`src/rtl/mem_port_arbiter.sv`:
```
// -----------------------------------------------------------------------------
// mem_port_arbiter
//
// Purpose:
//   Round-robin arbiter that shares one 32-bit datapath resource among four
//   requesters: fetch, load/store, debug and DMA. The resource is a memory or
//   bus port behind a 4:1 select mux.
//   - A requester wins from IDLE and keeps ownership until the resource
//     reports arb_done.
//   - On release, the priority pointer moves to owner+1, so the previous
//     owner has the lowest priority.
//   - A pending request is granted on the release edge itself, with no idle
//     cycle between owners.
//
// Optional feature (macro ARB_TIMEOUT_EN):
//   Adds a per-grant watchdog. After TIMEOUT_CYCLES BUSY cycles without
//   arb_done, the grant is force-released and arb_timeout pulses for one
//   cycle. Without the macro there is no counter, the grant is held until
//   arb_done, and arb_timeout is tied low.
//
// Parameters:
//   TIMEOUT_CYCLES  maximum number of BUSY cycles without arb_done
//                   (ARB_TIMEOUT_EN only); legal range 2..255
//
// Ports:
//   clk          in   1  system clock, rising edge
//   rst          in   1  asynchronous, active-high reset
//   arb_req      in   4  level-sensitive request, bit i = requester i
//   arb_done     in   1  resource finished the current owner's transaction
//   arb_gnt      out  4  registered one-hot grant, zero when idle
//   arb_sel      out  2  registered index of the current/last owner (mux select)
//   arb_busy     out  1  registered, high while a grant is active (FSM state)
//   arb_timeout  out  1  registered one-cycle pulse on a forced release
//
// Handshake: a grant is valid from the edge after the request is seen. It
// stays valid, ignoring every change on arb_req, until an edge samples
// arb_done=1 (or the watchdog fires). arb_done is ignored while idle.
// -----------------------------------------------------------------------------
module mem_port_arbiter #(
    parameter int TIMEOUT_CYCLES = 16
) (
    input  logic       clk,
    input  logic       rst,
    input  logic [3:0] arb_req,
    input  logic       arb_done,
    output logic [3:0] arb_gnt,
    output logic [1:0] arb_sel,
    output logic       arb_busy,
    output logic       arb_timeout
);

    localparam logic [0:0] ST_IDLE = 1'b0;
    localparam logic [0:0] ST_BUSY = 1'b1;

    if (TIMEOUT_CYCLES < 2 || TIMEOUT_CYCLES > 255) begin : g_bad_timeout
        $error("mem_port_arbiter: TIMEOUT_CYCLES must be in 2..255");
    end

    logic [0:0] state_q, state_d;
    logic [1:0] ptr_q,   ptr_d;
    logic [3:0] gnt_q,   gnt_d;
    logic [1:0] sel_q,   sel_d;

    logic       force_rel;    // watchdog release this edge
    logic       release_now;  // owner gives up the port this edge
    logic       new_grant;    // a grant is issued this edge
    logic [1:0] base;         // first index in the priority scan
    logic       found;
    logic [1:0] win;

    always_comb begin
        release_now = (state_q == ST_BUSY) && (arb_done || force_rel);
    end

    // While BUSY, the only edge that can grant is a release edge. Scanning
    // from owner+1 on that edge is exactly the post-release pointer.
    always_comb begin
        base = (state_q == ST_BUSY) ? (sel_q + 2'd1) : ptr_q;
    end

    always_comb begin
        found = 1'b0;
        win   = base;
        for (int i = 0; i < 4; i++) begin
            if (!found && arb_req[base + 2'(i)]) begin
                found = 1'b1;
                win   = base + 2'(i);
            end
        end
    end

    always_comb begin
        state_d   = state_q;
        ptr_d     = ptr_q;
        gnt_d     = gnt_q;
        sel_d     = sel_q;
        new_grant = 1'b0;
        if (state_q == ST_IDLE) begin
            if (found) begin
                gnt_d     = 4'b0001 << win;
                sel_d     = win;
                state_d   = ST_BUSY;
                new_grant = 1'b1;
            end
        end else if (release_now) begin
            ptr_d = base;
            if (found) begin
                gnt_d     = 4'b0001 << win;
                sel_d     = win;
                new_grant = 1'b1;
            end else begin
                // sel keeps the last owner so the mux output stays put
                gnt_d   = 4'b0000;
                state_d = ST_IDLE;
            end
        end
    end

    always_ff @(posedge clk or posedge rst) begin
        if (rst) begin
            state_q <= ST_IDLE;
            ptr_q   <= 2'd0;
            gnt_q   <= 4'b0000;
            sel_q   <= 2'd0;
        end else begin
            state_q <= state_d;
            ptr_q   <= ptr_d;
            gnt_q   <= gnt_d;
            sel_q   <= sel_d;
        end
    end

`ifdef ARB_TIMEOUT_EN
    logic [7:0] cnt_q, cnt_d;
    logic       tmo_q, tmo_d;

    // cnt_q equals TIMEOUT_CYCLES-1 on the last allowed BUSY cycle
    always_comb begin
        force_rel = (state_q == ST_BUSY) && !arb_done
                    && (cnt_q == 8'(TIMEOUT_CYCLES - 1));
    end

    always_comb begin
        cnt_d = cnt_q;
        if (new_grant) begin
            cnt_d = 8'd0;
        end else if ((state_q == ST_BUSY) && !arb_done) begin
            cnt_d = cnt_q + 8'd1;
        end
        // done and timeout together count as a normal release
        tmo_d = force_rel;
    end

    always_ff @(posedge clk or posedge rst) begin
        if (rst) begin
            cnt_q <= 8'd0;
            tmo_q <= 1'b0;
        end else begin
            cnt_q <= cnt_d;
            tmo_q <= tmo_d;
        end
    end

    assign arb_timeout = tmo_q;
`else
    assign force_rel   = 1'b0;
    assign arb_timeout = 1'b0;
`endif

    assign arb_gnt  = gnt_q;
    assign arb_sel  = sel_q;
    assign arb_busy = state_q;

endmodule

```
`config.mk`:
```
export PLATFORM = sky130hd
export DESIGN_NAME = mem_port_arbiter
export DESIGN_NICKNAME = d
export VERILOG_FILES = /design/src/rtl/mem_port_arbiter.sv
export SDC_FILE = /design/constraint.sdc
export NUM_CORES = 1
export LEC_CHECK = 0
export ABC_AREA = 0
export BUFFER_PORTS_ARGS = -buffer_cell sky130_fd_sc_hd__buf_2
export CAP_MARGIN = 5
export CORE_UTILIZATION = 44
export CTS_CLUSTER_DIAMETER = 60
export DETAILED_ROUTE_END_ITERATION = 10
export PLACE_DENSITY = 0.76
export SYNTH_ARGS = -nofsm -noshare
export SYNTH_HDL_FRONTEND = slang
export SYNTH_SLANG_ARGS = --single-unit
```
`constraint.sdc`:
```
create_clock -name clk -period 1.4 [get_ports clk]
set_input_delay 0.14 -clock clk [delete_from_list [all_inputs] [get_ports clk]]
set_output_delay 0.14 -clock clk [all_outputs]
set_load 0.02 [all_outputs]
```
---- Word-level counts from Yosys, hierarchy flattened ----
Cells that the tools add are included.
storage, ports and cells
  input port bits ......................... 7
  bits in registers ....................... 9
operators by class
  equality and inequality tests ........... 1
  shift operators ......................... 1
  multiplexer cells ....................... 26
  order comparisons ....................... 4
  add/sub/neg operators ................... 4
  reductions and logical operators ........ 10
operators with widths
  cell                 count
  $mux 4               4
  $mux 2               7
  $lt 2x3->1 const B   4
  $mux 1               11
  $bmux 1 s2           4
  $add 2x1->2 const B  2
  $add 2x2->2 const B  2
  $logic_and 1x1->1    4
  $reduce_and 2->1     2
  $shl 1x2->4 const A  1
  $logic_not 1->1      3
  $ne 2x1->1 const B   1
  $reduce_bool 2->1    1

---- Longest topological paths before layout ----
Gate-level depths: netlist of the first run.
  word-level depth ........................ 18
  gate-level depth with buffers ........... 7

---- Worst setup path before layout of the first run ----
No wires, ideal clock.
  path kind ............................... register to register
  start point ............................. reg sel_q[0] (netlist: arb_sel[0])
  end point ............................... reg gnt_q[2] (netlist: arb_gnt[2])
  buffers on the path ..................... 0
  cell stages (with the launch flop) ...... 7
  path slack .............................. -0.246 ns
  arrival ................................. 1.525 ns
  library setup time ...................... 0.121 ns
  path through ............................ dfrtp_1 -> nand2b_1 -> a21oi_1 -> and2b_2 -> o211ai_2 -> nor2_1 -> a22o_2
on the way
  cells in the longest elaborated chain, start to end .. 18
  elaborated cells on any way between the ends .. 33
  those cells by class .................... add/sub (4); shift (1); mux (20); reduce/logical (8)
RTL lines
  element                                               RTL line  source
  start, declared                                       62        logic [1:0] sel_q, sel_d;
  start signal, assigned                                129       sel_q <= sel_d;
  $add 2x1->2 (*)                                       78        base = (state_q == ST_BUSY) ? (sel_q + 2'd1) : ptr_q;
  $mux 2 (*)                                            78
  branches (longest 16 deep; another with $add 2x1->2)  n/a
  end signal, assigned                                  128       gnt_q <= gnt_d;
  end, declared                                         61        logic [3:0] gnt_q, gnt_d;
Every way passes the cells marked *. The select of a mux whose other input is x is not followed.
A chain may end at the register's enable or synchronous reset.

---- Worst setup path after layout of the first run ----
  start point ............................. reg state_q (netlist: arb_busy)
  end point ............................... reg gnt_q[1] (netlist: arb_gnt[1])
on the way
  cells in the longest elaborated chain, start to end .. 17
  elaborated cells on any way between the ends .. 34
  those cells by class .................... add/sub (3); eq/ne (1); shift (1); mux (20); reduce/logical (9)
RTL lines
  element                                               RTL line  source
  start, declared                                       59        logic [0:0] state_q, state_d;
  start signal, assigned                                126       state_q <= state_d;
  branches (longest 17 deep; another with $add 2x1->2)  n/a
Several ways; the timed one is not identified. The select of a mux whose other input is x is not followed.

==> qor.txt, run 1 <==
Antenna cell count: 0
Die footprint: 1440 um^2
#FFs+latches synth: 9
WP data required: 1.54 ns
Area of the core: 1160 um^2
Met3 WL: 155 um
RSZ-0062 raised after global routing: true
Die Wd: 38.0 um
Mapped cell area: 571 um^2
IO buf count: 13
Initial antenna violation count: 0
CP Max Fanout: 6
Max Cap Violations: 0
Tmin final: 1.71 ns
Wirelength, routed: 2.09 mm
DR pass1 iterations: 4
Commonest cells after routing, fill and taps aside: 13 x buf_2, 13 x buf_4, 8 x nand2_1
Met2 wire len: 999 um
Final net count: 108
Leakage: 0.457 nW
Critical-path top delay cell: dfrtp_2
Pwr Density: 1950 nW/um^2
CTS tree: built
Startpoint types: flip-flop
M1 wire length: 783 um
CTS Buffer Depth: 2
Global-route wire length before repair: 2.63 mm
I/O pin count: 15
Initial DRC Count: 28
Critical path's top delay family: compound AO/OA/AOI/OAI gates
Worst-path cell chain: buf_6 -> a21o_1 -> o21ai_1 -> o211ai_4 -> a31oi_2 -> o221ai_2
Vias in the first global route: 576
Max Fclk: 0.585 GHz
Final non-filler cell total: 114
Util after Layout: 83.1%
Maximum VDD drop: 1.30 mV
Crit-path max cell delay: 0.48 ns
Fraction of layout cells with a size suffix above 1: 61.0%
Post-synthesis cell count: 67
Antenna-violating nets left: 0
Min-delay worst type: in2reg
Placed Cells: 102
Site row count: 12
Crit path DAT: 1.85 ns
Final WS setup: -0.308 ns
Unique masters post-synth: 27
Root buffer cell: clkbuf_4
Final Cycle Share: 122%
Clk pin slew, worst setup/hold paths: 0.07 ns
Crit end category: flip-flop
Outcome: complete, but fails checks
Top sig layer: met4
Fin. max-slew vios: 0
Worst skew pair latency: 0.26 ns
Buf/Inv on CP: 1
Sequential area share after synthesis: 39.5%
Total GRT Usage: 27.5%
Avg Synthesized Cell Area: 8.52 um^2
Largest net degree at the start of global routing: 10
Final HPWL DP: 1.20 mm
Yosys warns: 0
WL per Instance: 18.4 um
Final setup violation count: 6
Area delta synth->final: 68.4%
Final Hold Slack: 0.214 ns
Syn nets: 74
Final Hold Vio Count: 0
DIE HEIGHT: 38.0 um
Post-route DRC: 0
TritonCTS buffer count: 3
RD Place Congestion: 0.748
Effective utilization at floorplan: 49.4%
DR vias/cell: 6.21
Gr ovfl total: 0
Failing checks: setup timing
Clock sink count: 9
Vias: 708
Final Skew: 0.00474 ns
H-tree depth: 1
Crit path kind: reg2reg
[stage by stage]
| step | setup slack, ns | setup TNS (ns) | power (mW) | instance area (um^2) |
|---|---|---|---|---|
| CTS | -0.232 | -1.21 | 1.65 | 853 |
| detailed placement | -0.287 | -1.17 | 1.29 | 732 |
| floorplan | -0.174 | -0.745 | 0.981 | 593 |
| global route | -0.388 | -1.79 | 1.96 | 961 |
| finish | -0.308 | -1.55 | 1.88 | 961 |
| global placement | -0.208 | -0.797 | 1.25 | 732 |
[routing by layer]
layer,GRT usage [%],up-vias
li1,-,308
met1,32.5,320
met2,50.0,58
met3,5.23,22
met4,8.04,0
met5,0,-
[worst reg2reg max path: cells and delay by family, from the launching register on]
family                 cells  cell delay, ns
buffers and inverters      1            0.16
DFF                        1            0.48
AOI/OAI and AO/OA          5            0.95
[cells in the mapped netlist]
library cell  instances  area [um^2]
xnor2_1               1         8.76
nand3_1               3         15.0
nand2_1               8         30.0
nand2b_2              1         8.76
mux2i_1               1         10.0
buf_6                 1         11.3
buf_4                 1         7.51
a22o_1                1         8.76
and2b_2               1         8.76
o21ai_0               6         30.0
o211ai_2              1         12.5
inv_1                 5         18.8
o31ai_1               1         7.51
conb_1                1         3.75
a32oi_1               2         17.5
a21o_2                1         8.76
a31oi_1               2         12.5
nand2b_1              2         12.5
dfrtp_1               9          225
o221ai_1              2         17.5
or2b_2                1         8.76
a21oi_1               3         15.0
a211oi_1              1         7.51
a22o_2                1         10.0
nor2_1                7         26.3
nand4_1               2         12.5
a21o_1                2         15.0
[sequential cells by signal, indices dropped and copies added (netlist names)]
register and count:
arb_busy 1, ptr_q 2, arb_gnt 4, arb_sel 2
[final timing paths]
kind	cells after the start	slack, ns	start	endpoint
hold / removal	3	0.21	arb_done	arb_gnt[1]$_DFFE_PP0P_
setup reg to reg	6	-0.31	arb_busy$_DFF_PP0_	arb_gnt[1]$_DFFE_PP0P_
setup / recovery	6	-0.31	arb_busy$_DFF_PP0_	arb_gnt[1]$_DFFE_PP0P_
min in group asynchronous	3	0.39	rst	arb_gnt[2]$_DFFE_PP0P_
hold reg to reg	1	0.50	arb_gnt[3]$_DFFE_PP0P_	arb_gnt[3]$_DFFE_PP0P_
max in group asynchronous	3	0.73	rst	arb_sel[1]$_DFFE_PP0P_
[timing repair]
action                                  4_1_cts  5_1_grt
endpoints found under the setup margin        6        6
setup buffers                                 5        2
gates resized for setup                       9       16
pin swaps                                     7        7
endpoints found under the hold margin         9        0
hold buffers                                  1        0
[layout make-up]
type                    count  area, um^2
well taps                  14        17.5
repair buffers             31         226
multi-input cells          51         443
flip-flops and latches      9         229
fillers                    64         195
inverters                   5        18.8
clock buffers               4        26.3
[report_power, final]
group          internal, mW  leakage (nW)  switching, mW
sequential            0.369         0.107          0.127
combinational         0.570         0.335          0.608
clock                 0.110        0.0150         0.0923
total                  1.05         0.457          0.827
[kinds of logic (layout without fill, tap and decap cells)]
| logic type | count (synthesis) | in the layout | share of synthesized area, % |
|---|---|---|---|
| xor+xnor | 1 | 1 | 1.54 |
| other cells | 1 | 1 | 0.657 |
| buf+inv | 7 | 40 | 6.58 |
| flops | 9 | 9 | 39.5 |
| simple gates | 25 | 25 | 21.5 |
| mux | 1 | 1 | 1.75 |
| compound gates | 23 | 23 | 28.5 |
Note: power is estimated with default switching activity, not from simulation.
==> run 2: changes to the inputs <==
Settings changed: CORE_UTILIZATION 44 to 39, PLACE_DENSITY 0.76 to 0.69.
==> run 2 against run 1 <==
  * The flow still finishes with violations (setup timing)
  * Register-to-register slack better by 0.07 ns
  * Largest cell class unchanged
  * Combinational power down 19%
  * Flip-flop and latch count did not move
  * Global-route usage down 8.8 points
  * Cell count is 3.5% lower
  * Worst hold slack worse by 0.099 ns
  * Cell area shrank 13%
  * Sequential share of layout area rose by 3.4 points
  * Sequential power shrank 7.5%
  * First-iteration DRC count is 71% lower
  * Wire length decreased by 34%
==> qor.txt, run 2 (synthesis gave the netlist of run 1 again) <==
Global-route wire length before repair: 1.93 mm
Startpoint types: flip-flop
IO buf count: 13
Wirelength, routed: 1.37 mm
Site row count: 13
Switching Fraction: 41.0%
Final HPWL DP: 978 um
Maximum VDD drop: 1.04 mV
TritonCTS buffer count: 3
WP data required: 1.52 ns
Worst skew pair latency: 0.26 ns
Clock sink count: 9
Die Wd: 40.3 um
DIE HEIGHT: 40.3 um
I/O pin count: 15
RD Place Congestion: 0.745
Largest net degree at the start of global routing: 10
Tmin final: 1.64 ns
Final net count: 103
Initial antenna violation count: 0
DR pass1 iterations: 3
Max Cap Violations: 0
Logic gate share of total power: 59.1%
DR vias/cell: 5.24
Util after Layout: 62.9%
Clock Power Share: 12.3%
Crit end category: flip-flop
Largest register FFs: 4
Final WS setup: -0.237 ns
Vias in the first global route: 445
Portion of total power attributed to sequential cells: 28.5%
Root buffer cell: clkbuf_4
Min-delay worst type: in2reg
Leakage: 0.414 nW
Area of the core: 1330 um^2
CTS tree: built
Initial DRC Count: 8
Max Fclk: 0.611 GHz
WL per Instance: 12.5 um
Post-route DRC: 0
Antenna-violating nets left: 0
Pwr Total: 1.61 mW
Outcome: complete, but fails checks
Crit path DAT: 1.76 ns
Total GRT Usage: 18.7%
Clk pin slew, worst setup/hold paths: 0.06 ns
Effective utilization at floorplan: 42.8%
Final Cycle Share: 117%
H-tree depth: 1
Final Skew: 0.00893 ns
Most common cell after layout, fill and taps aside: buf_2
Commonest cells after routing, fill and taps aside: 13 x buf_2, 11 x buf_4, 8 x nand2_1
Fraction of layout cells with a size suffix above 1: 49.5%
Final Hold Vio Count: 0
Pwr Density: 1920 nW/um^2
Internal Pwr Total: 0.949 mW
Vias: 576
RSZ-0062 raised after global routing: true
CP Max Fanout: 8
Antenna cell count: 0
Failing checks: setup timing
CTS Buffer Depth: 2
Fin. max-slew vios: 0
Area delta synth->final: 47.1%
Gr ovfl total: 0
Net Switching: 0.661 mW
Crit path kind: reg2reg
Final setup violation count: 6
Die footprint: 1620 um^2
==> run 2: cell count changes in the layout (fill, tap and decap cells not counted), moves of 2 or more <==
cell	previous run	this run
nand3_1	1	3
o21ai_0	4	6
buf_6	3	1
a31oi_1	0	2
a31oi_2	2	0
buf_4	13	11
==> run 2: layout make-up <==
type	instances	area (um^2)
flip-flops and latches	9	229
fillers	129	494
repair buffers	26	169
multi-input cells	51	378
well taps	15	18.8
clock buffers	4	26.3
inverters	5	18.8
==> run 2: critical path: stages, from the launching register on <==
cell and delay (ns):
dfrtp_2 0.48, nand2b_4 0.18, a32oi_2 0.21, mux2i_2 0.11, a21o_2 0.23, a31oi_1 0.14, o221ai_1 0.15
==> run 2: what timing repair did <==
action | in CTS | in global routing
gates resized for setup | 7 | 2
hold buffers | 1 | 0
pin swaps | 6 | 4
endpoints found under the setup margin | 6 | 6
hold endpoints to repair | 9 | 0
buffers inserted | 2 | 1
==> run 2: metrics by stage <==
step                worst slack, ns  hold slack, ns  instance area, um^2  cells  setup TNS, ns
floorplan                    -0.174         -0.0323                  593     67         -0.745
global placement             -0.234           0.118                  726    102         -0.885
detailed placement           -0.269           0.122                  726    102          -1.08
CTS                          -0.227           0.102                  817    109         -0.955
global route                 -0.309           0.137                  840    110          -1.46
finish                       -0.237           0.115                  840    110          -1.09
==> run 2: power groups by stage <==
stage	Sequential [mW]	Combinational (mW)	Clock, mW
final	0.459	0.952	0.199
after global routing	0.476	1.02	0.216
after CTS	0.458	0.885	0.208
after detailed placement	0.459	0.783	0
after floorplan	0.567	0.414	0
after global placement	0.457	0.773	0
==> run 2: worst paths after layout <==
| kind | start | endpoint | slack [ns] | depth (start not counted) |
|---|---|---|---|---|
| max in group asynchronous | rst | arb_sel[0]$_DFFE_PP0P_ | 0.72 | 3 |
| min in group asynchronous | rst | arb_gnt[2]$_DFFE_PP0P_ | 0.38 | 3 |
| hold reg to reg | arb_gnt[2]$_DFFE_PP0P_ | arb_gnt[2]$_DFFE_PP0P_ | 0.50 | 1 |
| hold / removal | arb_req[3] | arb_busy$_DFF_PP0_ | 0.12 | 3 |
| setup reg to reg | arb_busy$_DFF_PP0_ | arb_gnt[0]$_DFFE_PP0P_ | -0.24 | 6 |
| setup / recovery | arb_busy$_DFF_PP0_ | arb_gnt[0]$_DFFE_PP0P_ | -0.24 | 6 |
==> run 2: metal layers <==
metal / track usage [%] / vias to the layer above / part of all wire [%] / wire [um]
met2: 28.6 / 13 / 46 / 628
met1: 24.8 / 264 / 49 / 676
met3: 1.67 / 2 / 3.9 / 53
li1: - / 297 / - / -
met5: 0 / - / 0 / 0
met4: 12.5 / 0 / 1.0 / 14
==> run 3: changes to the inputs <==
Settings changed: SKIP_LAST_GASP set to 1.
==> run 3 against run 2 <==
  * The flow still finishes with violations (setup timing)
  * Clock-buffer cell count unchanged
  * Die area unchanged
  * Clock power barely moved
  * First-iteration DRC count up 13%
  * Worst hold slack worse by 0.0031 ns
  * Combinational power up 0.4%
  * Largest cell class unchanged
==> qor.txt, run 3 (synthesis gave the netlist of run 1 again) <==
Outcome: complete, but fails checks
Failing checks: setup timing
Crit path DAT: 1.76 ns
Top sig layer: met4
Global-route wire length before repair: 1.88 mm
Area delta synth->final: 48.5%
Final net count: 103
Crit end category: flip-flop
RD Place Congestion: 0.745
Pwr Density: 1910 nW/um^2
Final Cycle Share: 116%
Initial DRC Count: 9
Fin. max-slew vios: 0
WP data required: 1.53 ns
Total GRT Usage: 18.2%
Switching Fraction: 41.1%
DIE HEIGHT: 40.3 um
M1 wire length: 660 um
Met2 wire len: 616 um
RSZ-0062 raised after global routing: true
Hold path depth: 3
Final WS setup: -0.229 ns
CTS tree: built
DR vias/cell: 5.16
Portion of total power attributed to sequential cells: 28.4%
Effective utilization at floorplan: 42.8%
Site row count: 13
Die Wd: 40.3 um
Net Switching: 0.663 mW
Max Fclk: 0.614 GHz
Met3 WL: 58 um
Most common cell after layout, fill and taps aside: buf_2
Clk pin slew, worst setup/hold paths: 0.07 ns
IO buf count: 13
WL per Instance: 12.3 um
Largest net degree at the start of global routing: 10
DP Worst Slack: -0.269 ns
I/O pin count: 15
Final HPWL DP: 978 um
Antenna-violating nets left: 0
Gr ovfl total: 0
Sum of negative setup slack: -1.04 ns
Area of the core: 1330 um^2
Worst skew pair latency: 0.26 ns
Antenna cell count: 0
Internal Pwr Total: 0.951 mW
Final Skew: 0.00916 ns
CP Max Fanout: 8
Clock sink count: 9
Largest register FFs: 4
Crit path kind: reg2reg
Post-route DRC: 0
Final setup violation count: 6
CTS Buffer Depth: 2
Clock Power Share: 12.4%
Root buffer cell: clkbuf_4
Commonest cells after routing, fill and taps aside: 13 x buf_2, 11 x buf_4, 8 x nand2_1
Maximum VDD drop: 1.06 mV
TritonCTS buffer count: 3
H-tree depth: 1
Vias: 568
Finished Cell Area: 847 um^2
Final Hold Slack: 0.112 ns
Wirelength, routed: 1.35 mm
Leakage: 0.416 nW
Final Hold Vio Count: 0
DR pass1 iterations: 4
Logic gate share of total power: 59.2%
Post-DP Area: 726 um^2
Worst Reg-to-Reg Cells: 6
Startpoint types: flip-flop
Die footprint: 1620 um^2
Vias in the first global route: 435
Max Cap Violations: 0
Tmin final: 1.63 ns
Fraction of layout cells with a size suffix above 1: 51.6%
Min-delay worst type: in2reg
Initial antenna violation count: 0
==> run 3: cell counts in the layout (fill, tap and decap cells not counted) <==
Identical to the previous run, type by type.
==> run 3: path summary, 6_finish.rpt <==
kind	from	end	slack, ns
worst min register to register	arb_gnt[2]$_DFFE_PP0P_	arb_gnt[2]$_DFFE_PP0P_	0.50
max in group asynchronous	rst	arb_sel[0]$_DFFE_PP0P_	0.73
worst max register to register	arb_busy$_DFF_PP0_	arb_gnt[0]$_DFFE_PP0P_	-0.23
min in group asynchronous	rst	arb_gnt[2]$_DFFE_PP0P_	0.38
worst max-delay path	arb_busy$_DFF_PP0_	arb_gnt[0]$_DFFE_PP0P_	-0.23
worst min-delay path	arb_req[3]	arb_busy$_DFF_PP0_	0.11
==> run 3: per-stage QoR <==
stage	utilization [%]	power [mW]	cells
finish	63.5	1.61	110
global route	63.5	1.72	110
CTS	60.7	1.54	109
detailed placement	54.4	1.24	102
global placement	54.4	1.23	102
floorplan	-	0.981	67
==> run 3: per-layer routing <==
| metal | up-vias | track usage [%] |
|---|---|---|
| met5 | - | 0 |
| met4 | 0 | 12.5 |
| li1 | 298 | - |
| met1 | 253 | 24.8 |
| met3 | 2 | 1.67 |
| met2 | 15 | 27.0 |
==> run 3: final cells by class <==
cell class / instances / area (um^2)
clock buffer: 4 / 26.3
multi-input combinational: 51 / 385
timing repair buffer: 26 / 169
inverter: 5 / 18.8
tap: 15 / 18.8
sequential: 9 / 229
fill: 124 / 487
==> run 3: worst max-delay path, stage by stage (launching register included) <==
cell and delay, ns:
dfrtp_2 0.47, nand2b_4 0.18, a32oi_2 0.22, mux2i_2 0.11, a21o_2 0.23, a31oi_1 0.14
o221ai_1 0.15
==> run 3: timing repair <==
| item | 4_1_cts | 5_1_grt |
|---|---|---|
| endpoints found under the hold margin | 9 | 0 |
| resized for setup | 6 | 5 |
| endpoints found under the setup margin | 6 | 6 |
| pin swaps | 6 | 5 |
| hold buffers | 1 | 0 |
| setup buffers | 2 | 1 |
==> run 3: power groups by stage <==
stage | combinational [mW] | sequential [mW] | clock (mW)
2_1_floorplan | 0.414 | 0.567 | 0
3_3_place_gp | 0.773 | 0.457 | 0
3_5_place_dp | 0.783 | 0.459 | 0
4_1_cts | 0.878 | 0.458 | 0.208
5_1_grt | 1.03 | 0.476 | 0.216
6_report | 0.956 | 0.459 | 0.200
